## config.mk

```make
export PLATFORM = sky130hd
export DESIGN_NAME = stopwatch_display
export DESIGN_NICKNAME = d
export VERILOG_FILES = /design/src/rtl/stopwatch_display.sv
export SDC_FILE = /design/constraint.sdc
export NUM_CORES = 1
export LEC_CHECK = 0
export ABC_AREA = 1
export ABC_CLOCK_PERIOD_IN_PS = 4200
export CAP_MARGIN = 10
export CORE_MARGIN = 2
export CORE_UTILIZATION = 40
export CTS_CLUSTER_DIAMETER = 50
export DETAILED_ROUTE_END_ITERATION = 10
export PLACE_DENSITY = 0.67
export SYNTH_ARGS = -nofsm -noshare
export SYNTH_HDL_FRONTEND = slang
export SYNTH_SLANG_ARGS = --single-unit
export TNS_END_PERCENT = 100
```

## constraint.sdc

```tcl
create_clock -name clk -period 4.2 [get_ports clk]
set_input_delay 0.84 -clock clk [delete_from_list [all_inputs] [get_ports clk]]
set_output_delay 0.84 -clock clk [all_outputs]
set_load 0.05 [all_outputs]
```

## src/rtl/stopwatch_display.sv

```systemverilog
// Multiplexed 8-digit MM.SS.mmm seven-segment driver. A shared serial double-dabble
// engine converts a coherent snapshot of ms/sec/min to BCD every 32 cycles.
module stopwatch_display #(
  parameter int SCAN_DIV = 100000
) (
  input  logic       clk,
  input  logic       reset,
  input  logic [9:0] millisec,
  input  logic [5:0] sec,
  input  logic [5:0] min,
  input  logic       blank,
  output logic [7:0] an,
  output logic [6:0] seg,
  output logic       dp
);

  localparam int CW = (SCAN_DIV > 1) ? $clog2(SCAN_DIV) : 1;

  typedef enum logic [2:0] {CAPTURE, CONV_MS, CONV_SEC, CONV_MIN, COMMIT} state_t;

  state_t        state, state_next;
  logic [3:0]    bit_cnt;
  logic          last_bit;
  logic [5:0]    sec_cap, min_cap;
  logic [9:0]    bin;
  logic [11:0]   bcd;
  logic [11:0]   bcd_adj;
  logic [21:0]   shifted;
  logic [27:0]   shadow;   // {min[7:0], sec[7:0], ms[11:0]} as BCD
  logic [27:0]   disp;
  logic          capture_en, step_en, store_ms, store_sec, store_min, commit_en;
  logic [CW-1:0] scan_cnt;
  logic [2:0]    idx;
  logic [3:0]    digit;

  assign last_bit = (bit_cnt == 4'd9);

  function automatic logic [6:0] decode(input logic [3:0] d);
    case (d)
      4'd0: decode = 7'h40;
      4'd1: decode = 7'h79;
      4'd2: decode = 7'h24;
      4'd3: decode = 7'h30;
      4'd4: decode = 7'h19;
      4'd5: decode = 7'h12;
      4'd6: decode = 7'h02;
      4'd7: decode = 7'h78;
      4'd8: decode = 7'h00;
      4'd9: decode = 7'h10;
      default: decode = 7'h7F;
    endcase
  endfunction

  // One double-dabble iteration: add 3 to each nibble >= 5, then shift {bcd,bin}.
  always_comb begin
    bcd_adj = bcd;
    for (int i = 0; i < 3; i++) begin
      if (bcd[4*i +: 4] >= 4'd5) bcd_adj[4*i +: 4] = bcd[4*i +: 4] + 4'd3;
    end
    shifted = {bcd_adj, bin} << 1;
  end

  // NOTE: sequential state uses non-blocking assignments so every register samples
  // pre-edge values; blocking here would create order-dependent simulation races.
  always_ff @(posedge clk or posedge reset) begin
    if (reset) state <= CAPTURE;
    else       state <= state_next;
  end

  always_comb begin
    state_next = state;
    case (state)
      CAPTURE:  state_next = CONV_MS;
      CONV_MS:  if (last_bit) state_next = CONV_SEC;
      CONV_SEC: if (last_bit) state_next = CONV_MIN;
      CONV_MIN: if (last_bit) state_next = COMMIT;
      COMMIT:   state_next = CAPTURE;
      default:  state_next = CAPTURE;
    endcase
  end

  // NOTE: every control signal gets a default first so the case cannot infer a latch.
  always_comb begin
    capture_en = 1'b0;
    step_en    = 1'b0;
    store_ms   = 1'b0;
    store_sec  = 1'b0;
    store_min  = 1'b0;
    commit_en  = 1'b0;
    case (state)
      CAPTURE:  capture_en = 1'b1;
      CONV_MS:  begin step_en = 1'b1; store_ms  = last_bit; end
      CONV_SEC: begin step_en = 1'b1; store_sec = last_bit; end
      CONV_MIN: begin step_en = 1'b1; store_min = last_bit; end
      COMMIT:   commit_en = 1'b1;
      default:  ;
    endcase
  end

  // NOTE: shadow and display registers are reset so the first frame reads 00.00.000.
  always_ff @(posedge clk or posedge reset) begin
    if (reset) begin
      bit_cnt <= '0;
      sec_cap <= '0;
      min_cap <= '0;
      bin     <= '0;
      bcd     <= '0;
      shadow  <= '0;
      disp    <= '0;
    end else begin
      if (capture_en) begin
        bin     <= (millisec > 10'd999) ? 10'd999 : millisec;
        sec_cap <= (sec > 6'd59) ? 6'd59 : sec;
        min_cap <= (min > 6'd59) ? 6'd59 : min;
        bcd     <= '0;
        bit_cnt <= '0;
      end
      if (step_en) begin
        bcd     <= shifted[21:10];
        bin     <= shifted[9:0];
        bit_cnt <= last_bit ? 4'd0 : bit_cnt + 4'd1;
      end
      // The next field is loaded with a cleared accumulator as the current one completes.
      if (store_ms) begin
        shadow[11:0] <= shifted[21:10];
        bin          <= {4'd0, sec_cap};
        bcd          <= '0;
      end
      if (store_sec) begin
        shadow[19:12] <= shifted[17:10];
        bin           <= {4'd0, min_cap};
        bcd           <= '0;
      end
      if (store_min) shadow[27:20] <= shifted[17:10];
      if (commit_en) disp <= shadow;
    end
  end

  always_ff @(posedge clk or posedge reset) begin
    if (reset) begin
      scan_cnt <= '0;
      idx      <= '0;
    end else if (scan_cnt == CW'(SCAN_DIV - 1)) begin
      scan_cnt <= '0;
      idx      <= idx + 3'd1;
    end else begin
      scan_cnt <= scan_cnt + 1'b1;
    end
  end

  always_comb begin
    digit = 4'd0;
    case (idx)
      3'd0: digit = disp[3:0];
      3'd1: digit = disp[7:4];
      3'd2: digit = disp[11:8];
      3'd3: digit = disp[15:12];
      3'd4: digit = disp[19:16];
      3'd5: digit = disp[23:20];
      3'd6: digit = disp[27:24];
      default: digit = 4'd0;
    endcase
  end

  always_ff @(posedge clk or posedge reset) begin
    if (reset) begin
      an  <= 8'hFF;
      seg <= 7'h7F;
      dp  <= 1'b1;
    end else if (blank || idx == 3'd7) begin
      an  <= 8'hFF;
      seg <= 7'h7F;
      dp  <= 1'b1;
    end else begin
      an  <= ~(8'b1 << idx);
      seg <= decode(digit);
      dp  <= ~(idx == 3'd3 || idx == 3'd5);
    end
  end

endmodule

```

# == Word-level counts from Yosys, hierarchy flattened ==
# Memories as Yosys holds them, arrays and structs flattened.
# Index checks and enable logic that the tools add are counted.
# word_totals
memories,1
reg_bits,133
latchBits,0
mem_bits_ro,112
ram_bits,0
in_bits,25
wordCells,87
output_inout_bits,16
# classes
n_mul,0
muxes,32
shift,1
magnitude_cmp,6
eq_ne,16
reduce_logical,8
addsub,6
bitwise,2
div_mod_pow,0
# memory_table
name,depth,word_bits,rd,rd_clocked_by_memory_dff,write_ports,line_no,text
(no name shown),16,7,1,0,0,39,case (d)
# op_table
cell,count
two-way mux 10 bit,5
two-way mux 12 bit,4
case mux 4 bit (7 select lines),1
two-way mux 4 bit,5
adder 17 x 1 -> 17 bit (second input constant),1
== test 17 bit (second input constant),1
two-way mux 17 bit,1
== test 3 bit (second input constant),5
== test 3 x 2 -> 1 bit (second input constant),4
>= comparator 4 x 3 -> 1 bit (second input constant),3
greater-than comparator 6 bit (second input constant),2
two-way mux 3 bit,4
two-way mux 6 bit,2
case mux 3 bit (4 select lines),1
greater-than comparator 10 bit (second input constant),1
adder 4 x 2 -> 4 bit (second input constant),2
two-way mux 8 bit,1
inverter 8 bit,1
<< shifter 1 x 3 -> 8 bit (first input constant),1
two-way mux 1 bit,7
two-way mux 7 bit,1
== test 3 x 1 -> 1 bit (second input constant),2
zero test 3 bit,2
!= test 2 bit (second input constant),3
10 further kinds,11

# == Longest topological paths before layout ==
# Gate-level depths: netlist of run 1.
# depth
ltp_word,6
mapped_depth,16
mapped_depth_nobuf,15

# == Worst setup path before layout of run 1 ==
# No wires, ideal clock.
# synth_path
path_type,register to register
from,register idx[0]
to,register seg[3]
arrival_time_ns,1.759
n_path_buf,1
setup_ns,0.089
synth_period_minus_slack_ns,1.848
required_time_ns,4.111
path_slack_ns,2.352
path_stages_with_launch,16
cell_sequence,dfrtp_1 -> inv_1 -> ha_1 -> buf_2 -> inv_1 -> nor2_1 -> nand2_1 -> nand2_1 -> nor2_1 -> nand2_1 -> inv_1 -> ha_1 -> inv_1 -> nand2_1 -> nand3_1 -> nand3_1
# synth_between
elab_chain_cells,4
word_cells_on_any_way,12
cone_classes,7 x eq/ne; 2 x mux; 2 x reduce/logical; 1 x memory
# synth_lines
item,line_no,text
from (decl),33,logic [2:0] idx;
from (signal assigned),145,idx <= idx + 3'd1;
"== test 3 bit, or another cell as far along",153,case (idx)
case mux 4 bit (7 select lines),153,
memory read (16 x 7 bit),n/a,
two-way mux 7 bit (*),170,end else if (blank || idx == 3'd7) begin
to (signal assigned),176,seg <= decode(digit);
to (decl),13,"output logic [6:0] seg,"
# Every way passes the cells marked *; elsewhere a longest branch is shown, timed or not.
# A chain may end at the register's enable or synchronous reset.

# == Worst setup path in the final report of run 1 ==
# layout_path
from,register an[0]
to,output port an[0]
# layout_rtl
item,line_no,text
from (decl),12,"output logic [7:0] an,"
from (signal assigned),175,an <= ~(8'b1 << idx);
# No word-level cell between the ends.

==> results.py, run 1 <==
metrics = {
    "status": {
        "outcome": "finished clean",
    },
    "floorplanning": {
        "pin_count": 41,
        "rows": 46,
        "fp.dieW_um": 130,
        "initial_utilization": 0.405,
        "die_height_um": 130,
        "core_area_sq_mm": 0.0158,
        "dieArea_sq_mm": 0.0170,
    },
    "sta": {
        "drv_slew": 0,
        "setup_viol": 0,
        "worst_slack_ns": 1.64,
        "worst_clock_skew_ns": 0.00752,
        "slew_headroom": 0.419,
        "fin_crit_ns": 2.56,
        "finalCritPeriodShare": 0.610,
        "rsz0062_at_grt": "false",
        "setup_tns_ns": 0,
        "hold_viol": 0,
        "worst-slew-pin-transition_ns": 0.869,
        "fmax_mhz": 390,
    },
    "power": {
        "power_mw": 3.74,
        "power_density_mw_per_mm2": 491,
        "leakage_nw": 3.71,
        "ir_worst_vdd_mv": 0.413,
    },
    "final_layout": {
        "stdcell_area_sq_mm": 0.00762,
        "area_growth_pct": 19.2,
        "drive_above_1_share": 0.128,
        "finalCoreUtilization": 0.483,
        "antenna_cells": 0,
        "final_nets": 808,
    },
    "synth": {
        "ys_seq_elements": 133,
        "synth_area_leader_cell": "dfrtp_1",
        "synth_xor_area_frac": 0.0164,
        "ys_warn_count": 0,
        "ys_types": 39,
        "synthCells": 720,
        "synth_area_leaders": "dfrtp_1 (46%), nand2_1 (10%), dfstp_2 (6.6%)",
        "ys_async_sr_fraction": 1.00,
        "synth.cell_area_sq_mm": 0.00639,
        "synthSimpleGateAreaFrac": 0.228,
        "synthesis.nets": 765,
        "avgSynthCellArea_sq_um": 8.88,
        "synth-edff-count": 0,
        "ys_seq_area_frac": 0.524,
        "synth_common_cells": "nand2_1 (175), dfrtp_1 (117), inv_1 (80)",
        "synthFlopType": "dfrtp_1",
        "synth_compound_area_frac": 0.0832,
        "synth.area.mux_share": 0.0370,
        "synth_top_family_by_area": "simple AND/OR/NAND/NOR gates",
        "synthAdderAreaFrac": 0.0391,
        "yosys.area.top_type_share": 0.458,
        "synth_most_common_cell": "nand2_1",
    },
    "grt": {
        "grt-ovfl-total": 0,
        "grt_start_max_net_pins": 67,
        "antenna_found_initial": 0,
        "grt_pass1_vias": 4496,
        "grt_usage": 0.163,
        "grt_pass1_wl_um": 21500,
    },
    "cts": {
        "htree_levels": 4,
        "clkSlewWorstSetupHoldPaths_ns": 0.06,
        "post-cts-setup-buffers": 0,
        "numCtsBuffers": 17,
        "clockBufferDepth": 2,
        "postCtsResizedCells": 0,
        "cts_sinks": 133,
        "clk_latency_ns": 0.42,
        "ctsHoldBuffers": 0,
        "clk_root_buffer_cell": "clkbuf_16",
        "tritoncts": "done",
    },
    "place": {
        "hpwl_um": 8820,
        "portBuffers": 40,
        "place_ws_ns": 1.87,
        "place.gp.congestion": 0.829,
        "place_area_sq_mm": 0.00698,
    },
    "job": {
        "max_cap_viol_count": 0,
    },
    "detailed_routing": {
        "routed_wirelength_um": 12400,
        "drc_errors": 0,
        "wl_per_cell_um": 12.5,
        "drt-vias-per-instance": 4.76,
        "via_count": 4720,
        "dr.first_iter.drc_count": 222,
        "drt-pass1-iter-count": 5,
        "antenna_left": 0,
    },
    "worst_setup_path": {
        "crit_type": "reg -> out",
        "required_ns": 3.36,
        "critPathCaptureType": "output port",
        "crit_path_start_kind": "flip-flop",
        "path_cells": "clkdlybuf4s50_1",
        "arrival_ns": 1.72,
        "critPathSlowestCell": "clkdlybuf4s50_1",
        "crit_fanout": 1,
        "timing.critical_path.buf_inv": 1,
        "cp_top_family": "buffers and inverters",
        "cpPeakStageDelay_ns": 0.79,
    },
    "worst_hold_path": {
        "min_path_type": "reg -> reg",
    },
}
sequential cells by signal, summed over array words and instances, names as in the netlist:
register  flops
sec_cap       6
min_cap       6
idx           3
shadow       28
bit_cnt       4
seg           7
bcd          12
disp         28
scan_cnt     17
bin          10
an            8
state         3
dp            1
where the power goes:
group | total [mW] | switching [mW] | internal (mW) | leakage [nW]
combinational | 0.547 | 0.333 | 0.214 | 1.77
sequential | 1.61 | 0.111 | 1.50 | 1.64
clock | 1.58 | 0.541 | 1.04 | 0.302
total | 3.74 | 0.985 | 2.75 | 3.71
kinds of logic (layout without fill, tap and decap cells):
| kind of cell | Yosys count | after routing |
|---|---|---|
| flip-flops | 133 | 133 |
| other | 1 | 1 |
| XOR/XNOR | 12 | 12 |
| buffers and inverters | 104 | 160 |
| adder cells (fa/ha/maj) | 20 | 20 |
| multiplexers | 21 | 21 |
| AND/OR/NAND/NOR | 333 | 333 |
| AO/OA/AOI/OAI | 96 | 96 |
final cells by class:
| type | instances | area, sq um |
|---|---|---|
| Clock inverter | 11 | 173 |
| Timing Repair Buffer | 43 | 435 |
| Multi-Input combinational cell | 483 | 2590 |
| Tap cell | 216 | 270 |
| Fill cell | 1512 | 8150 |
| Sequential cell | 133 | 3350 |
| Inverter | 85 | 335 |
| Clock buffer | 21 | 470 |
layer usage:
layer | vias to the layer above | global-route usage | wire length, um
met3 | 21 | 0.0456 | 454
met4 | 0 | 0.0576 | 170
li1 | 2405 | - | -
met2 | 79 | 0.257 | 5770
met1 | 2215 | 0.216 | 6060
met5 | - | 0 | 0
per-stage QoR:
| step | hold slack [ns] | cells |
|---|---|---|
| after floorplan | 0.433 | 720 |
| after global placement | 0.456 | 960 |
| after detailed placement | 0.458 | 960 |
| after CTS | 0.474 | 992 |
| after global routing | 0.494 | 992 |
| final | 0.470 | 992 |
worst paths after layout:
path / start / to / cells past startpoint / slack [ns]
max: an[0] / an[0] / 1 / 1.64
min: min_cap[5] / min_cap[5] / 2 / 0.47
max reg2reg: state[2] / bin[2] / 5 / 1.85
min reg2reg: min_cap[5] / min_cap[5] / 2 / 0.47
max in group asynchronous: reset / seg[2] / 3 / 2.49
min in group asynchronous: reset / shadow[24] / 2 / 0.91
cells in the final DEF, fill, tap and decap left out, drive strengths merged:
cell and n:
nand2 181, dfrtp 117, inv 83, nor2 69, o21ai 63, nand3 59
clkdlybuf4s50 40, mux2 21, clkbuf 21, ha 20, dfstp 16, a21oi 14
o22ai 14, xor2 12, nor3 8, nand4 8, clkinvlp 5, bufinv 4
clkinv 4, or2 3, nand3b 3, buf 3, a31oi 2, nor4 1
a21boi 1, and2 1, o21a 1, o31ai 1, conb 1
worst min-delay path, stage by stage, from the launching register on:
cell and delay [ns]:
dfrtp_1 0.34, nand2_1 0.05, nand2_1 0.04
Power figures use the tool's default switching activity.
==> inputs of run 2 (changes only) <==
--- a/config.mk
+++ b/config.mk
@@ -6,7 +6,7 @@
 export NUM_CORES = 1
 export LEC_CHECK = 0
 export ABC_AREA = 1
-export ABC_CLOCK_PERIOD_IN_PS = 4200
+export ABC_CLOCK_PERIOD_IN_PS = 2350
 export CAP_MARGIN = 10
 export CORE_MARGIN = 2
 export CORE_UTILIZATION = 40
==> constraint.sdc (replaced) <==
create_clock -name clk -period 2.35 [get_ports clk]
set_input_delay 0.47 -clock clk [delete_from_list [all_inputs] [get_ports clk]]
set_output_delay 0.47 -clock clk [all_outputs]
set_load 0.05 [all_outputs]
==> run 2 against run 1 <==
Compared with the run above: utilization hardly changed; routed wire length is 3.6% higher; register-to-register slack worse by 1.5 ns; via count is 0.17% lower; non-clock buffer count is 6 higher; die area stayed put; critical path depth stayed put; hold slack worse by 0.0077 ns; clock power is 62% higher; largest cell class unchanged; largest power group unchanged.
==> results.py, run 2 (synthesis results as in run 1) <==
metrics = {
    "detailed_routing": {
        "routed_wirelength_um": 12900,
        "wl_per_cell_um": 12.9,
        "antenna_left": 0,
        "drc_errors": 0,
        "drt-vias-per-instance": 4.72,
        "via_count": 4712,
        "dr.first_iter.drc_count": 299,
        "drt-pass1-iter-count": 4,
    },
    "power": {
        "clkPwrFrac": 0.398,
        "switchingPower_mw": 1.72,
        "p_sw_frac": 0.268,
        "power_density_mw_per_mm2": 843,
        "sequentialPowerShare": 0.450,
        "p_int_mw": 4.70,
        "ir_worst_vdd_mv": 0.573,
        "leakage_nw": 3.73,
        "p_comb_frac": 0.152,
    },
    "grt": {
        "grt-ovfl-total": 0,
        "grt_pass1_wl_um": 21800,
        "grt_usage": 0.166,
        "grt_start_max_net_pins": 99,
        "antenna_found_initial": 0,
        "grt_pass1_vias": 4566,
    },
    "final_layout": {
        "top_regs": "disp (28), shadow (28), scan_cnt (17)",
        "antenna_cells": 0,
        "layout_commonest_cell": "nand2_1",
        "final_cell_mix": "nand2_1 (175), dfrtp_1 (117), inv_1 (79), nor2_1 (62), o21ai_0 (60)",
        "area_growth_pct": 19.1,
        "final.fill_count": 1539,
        "stdcell_area_sq_mm": 0.00761,
        "drive_above_1_share": 0.132,
        "finalCoreUtilization": 0.483,
        "final_nets": 814,
    },
    "worst_setup_path": {
        "reg2reg_slack_ns": 0.34,
        "rr_startpoint": "idx[0]",
        "cp.depth": 1,
        "critPathSlowestCell": "clkdlybuf4s50_1",
        "crit_path_start_kind": "flip-flop",
        "crit_type": "reg -> out",
        "r2r_cells": 14,
        "path_cells": "clkdlybuf4s50_1",
        "cp-startpoint": "seg[5]",
        "required_ns": 1.88,
        "critPathCaptureType": "output port",
        "crit_fanout": 1,
        "arrival_ns": 1.72,
        "timing.critical_path.buf_inv": 1,
        "r2r_end": "seg[3]",
        "cp_top_family": "buffers and inverters",
        "cpPeakStageDelay_ns": 0.79,
        "endpoint": "seg[5]",
    },
    "cts": {
        "cts_sinks": 133,
        "postCtsResizedCells": 0,
        "htree_levels": 4,
        "tritoncts": "done",
        "post-cts-setup-buffers": 0,
        "clockBufferDepth": 2,
        "numCtsBuffers": 17,
        "clk_latency_ns": 0.42,
        "ctsHoldBuffers": 0,
        "clkSlewWorstSetupHoldPaths_ns": 0.05,
        "clk_root_buffer_cell": "clkbuf_16",
    },
    "floorplanning": {
        "dieArea_sq_mm": 0.0170,
        "pin_count": 41,
        "fp.dieW_um": 130,
        "initial_utilization": 0.405,
        "rows": 46,
        "core_area_sq_mm": 0.0158,
        "die_height_um": 130,
    },
    "place": {
        "portBuffers": 40,
        "hpwl_um": 9050,
        "place.gp.congestion": 0.886,
        "place_area_sq_mm": 0.00703,
    },
    "sta": {
        "fin_crit_ns": 2.19,
        "worst-slew-pin-transition_ns": 0.600,
        "finalCritPeriodShare": 0.930,
        "setup_viol": 0,
        "setup_tns_ns": 0,
        "hold_viol": 0,
        "drv_slew": 0,
        "rsz0062_at_grt": "false",
        "slew_headroom": 0.596,
        "fmax_mhz": 457,
        "worst_clock_skew_ns": 0.0102,
    },
    "worst_hold_path": {
        "min_path_type": "reg -> reg",
    },
    "job": {
        "max_cap_viol_count": 0,
    },
    "status": {
        "outcome": "finished clean",
    },
}
run 2: final cells by class:
cell class / instances / area [sq um] / share of cell area
clock buffer: 23 / 478 / 0.0628
clock inverter: 9 / 101 / 0.0133
inverter: 85 / 335 / 0.0440
multi-input combinational: 483 / 2590 / 0.340
sequential: 133 / 3350 / 0.440
tap: 216 / 270 / 0.0355
timing repair buffer: 49 / 493 / 0.0647
run 2: per-layer routing:
layer	part of all wire	GRT usage
met5	0	0
met4	0.014	0.0588
met3	0.040	0.0460
met2	0.46	0.266
met1	0.48	0.219
run 2: power groups by stage:
stage                     Sequential [mW]  Clock, mW  Combinational (mW)
after global placement               2.91          0               0.961
after detailed placement             2.92          0               0.981
after floorplan                      3.04          0               0.517
after global routing                 2.92       2.73                1.10
after CTS                            2.89       2.62               0.987
final                                2.89       2.56               0.975
run 2: worst min-delay path by stage:
stage	from	end	slack, ns	cells after the start
after floorplan	scan_cnt[0]	scan_cnt[0]	0.43	1
after global placement	scan_cnt[0]	scan_cnt[0]	0.46	1
after detailed placement	min_cap[4]	min_cap[4]	0.46	2
after CTS	scan_cnt[0]	scan_cnt[0]	0.47	1
after global routing	bin[4]	bin[4]	0.49	2
final	scan_cnt[0]	scan_cnt[0]	0.46	1
run 2: metrics by stage:
| stage | power [mW] | hold WS (ns) | instances | setup slack [ns] |
|---|---|---|---|---|
| after global routing | 6.75 | 0.493 | 998 | 0.0956 |
| after global placement | 3.87 | 0.455 | 966 | 0.416 |
| final | 6.42 | 0.462 | 998 | 0.164 |
| after detailed placement | 3.90 | 0.464 | 966 | 0.362 |
| after floorplan | 3.55 | 0.433 | 720 | 0.242 |
| after CTS | 6.50 | 0.472 | 998 | 0.134 |
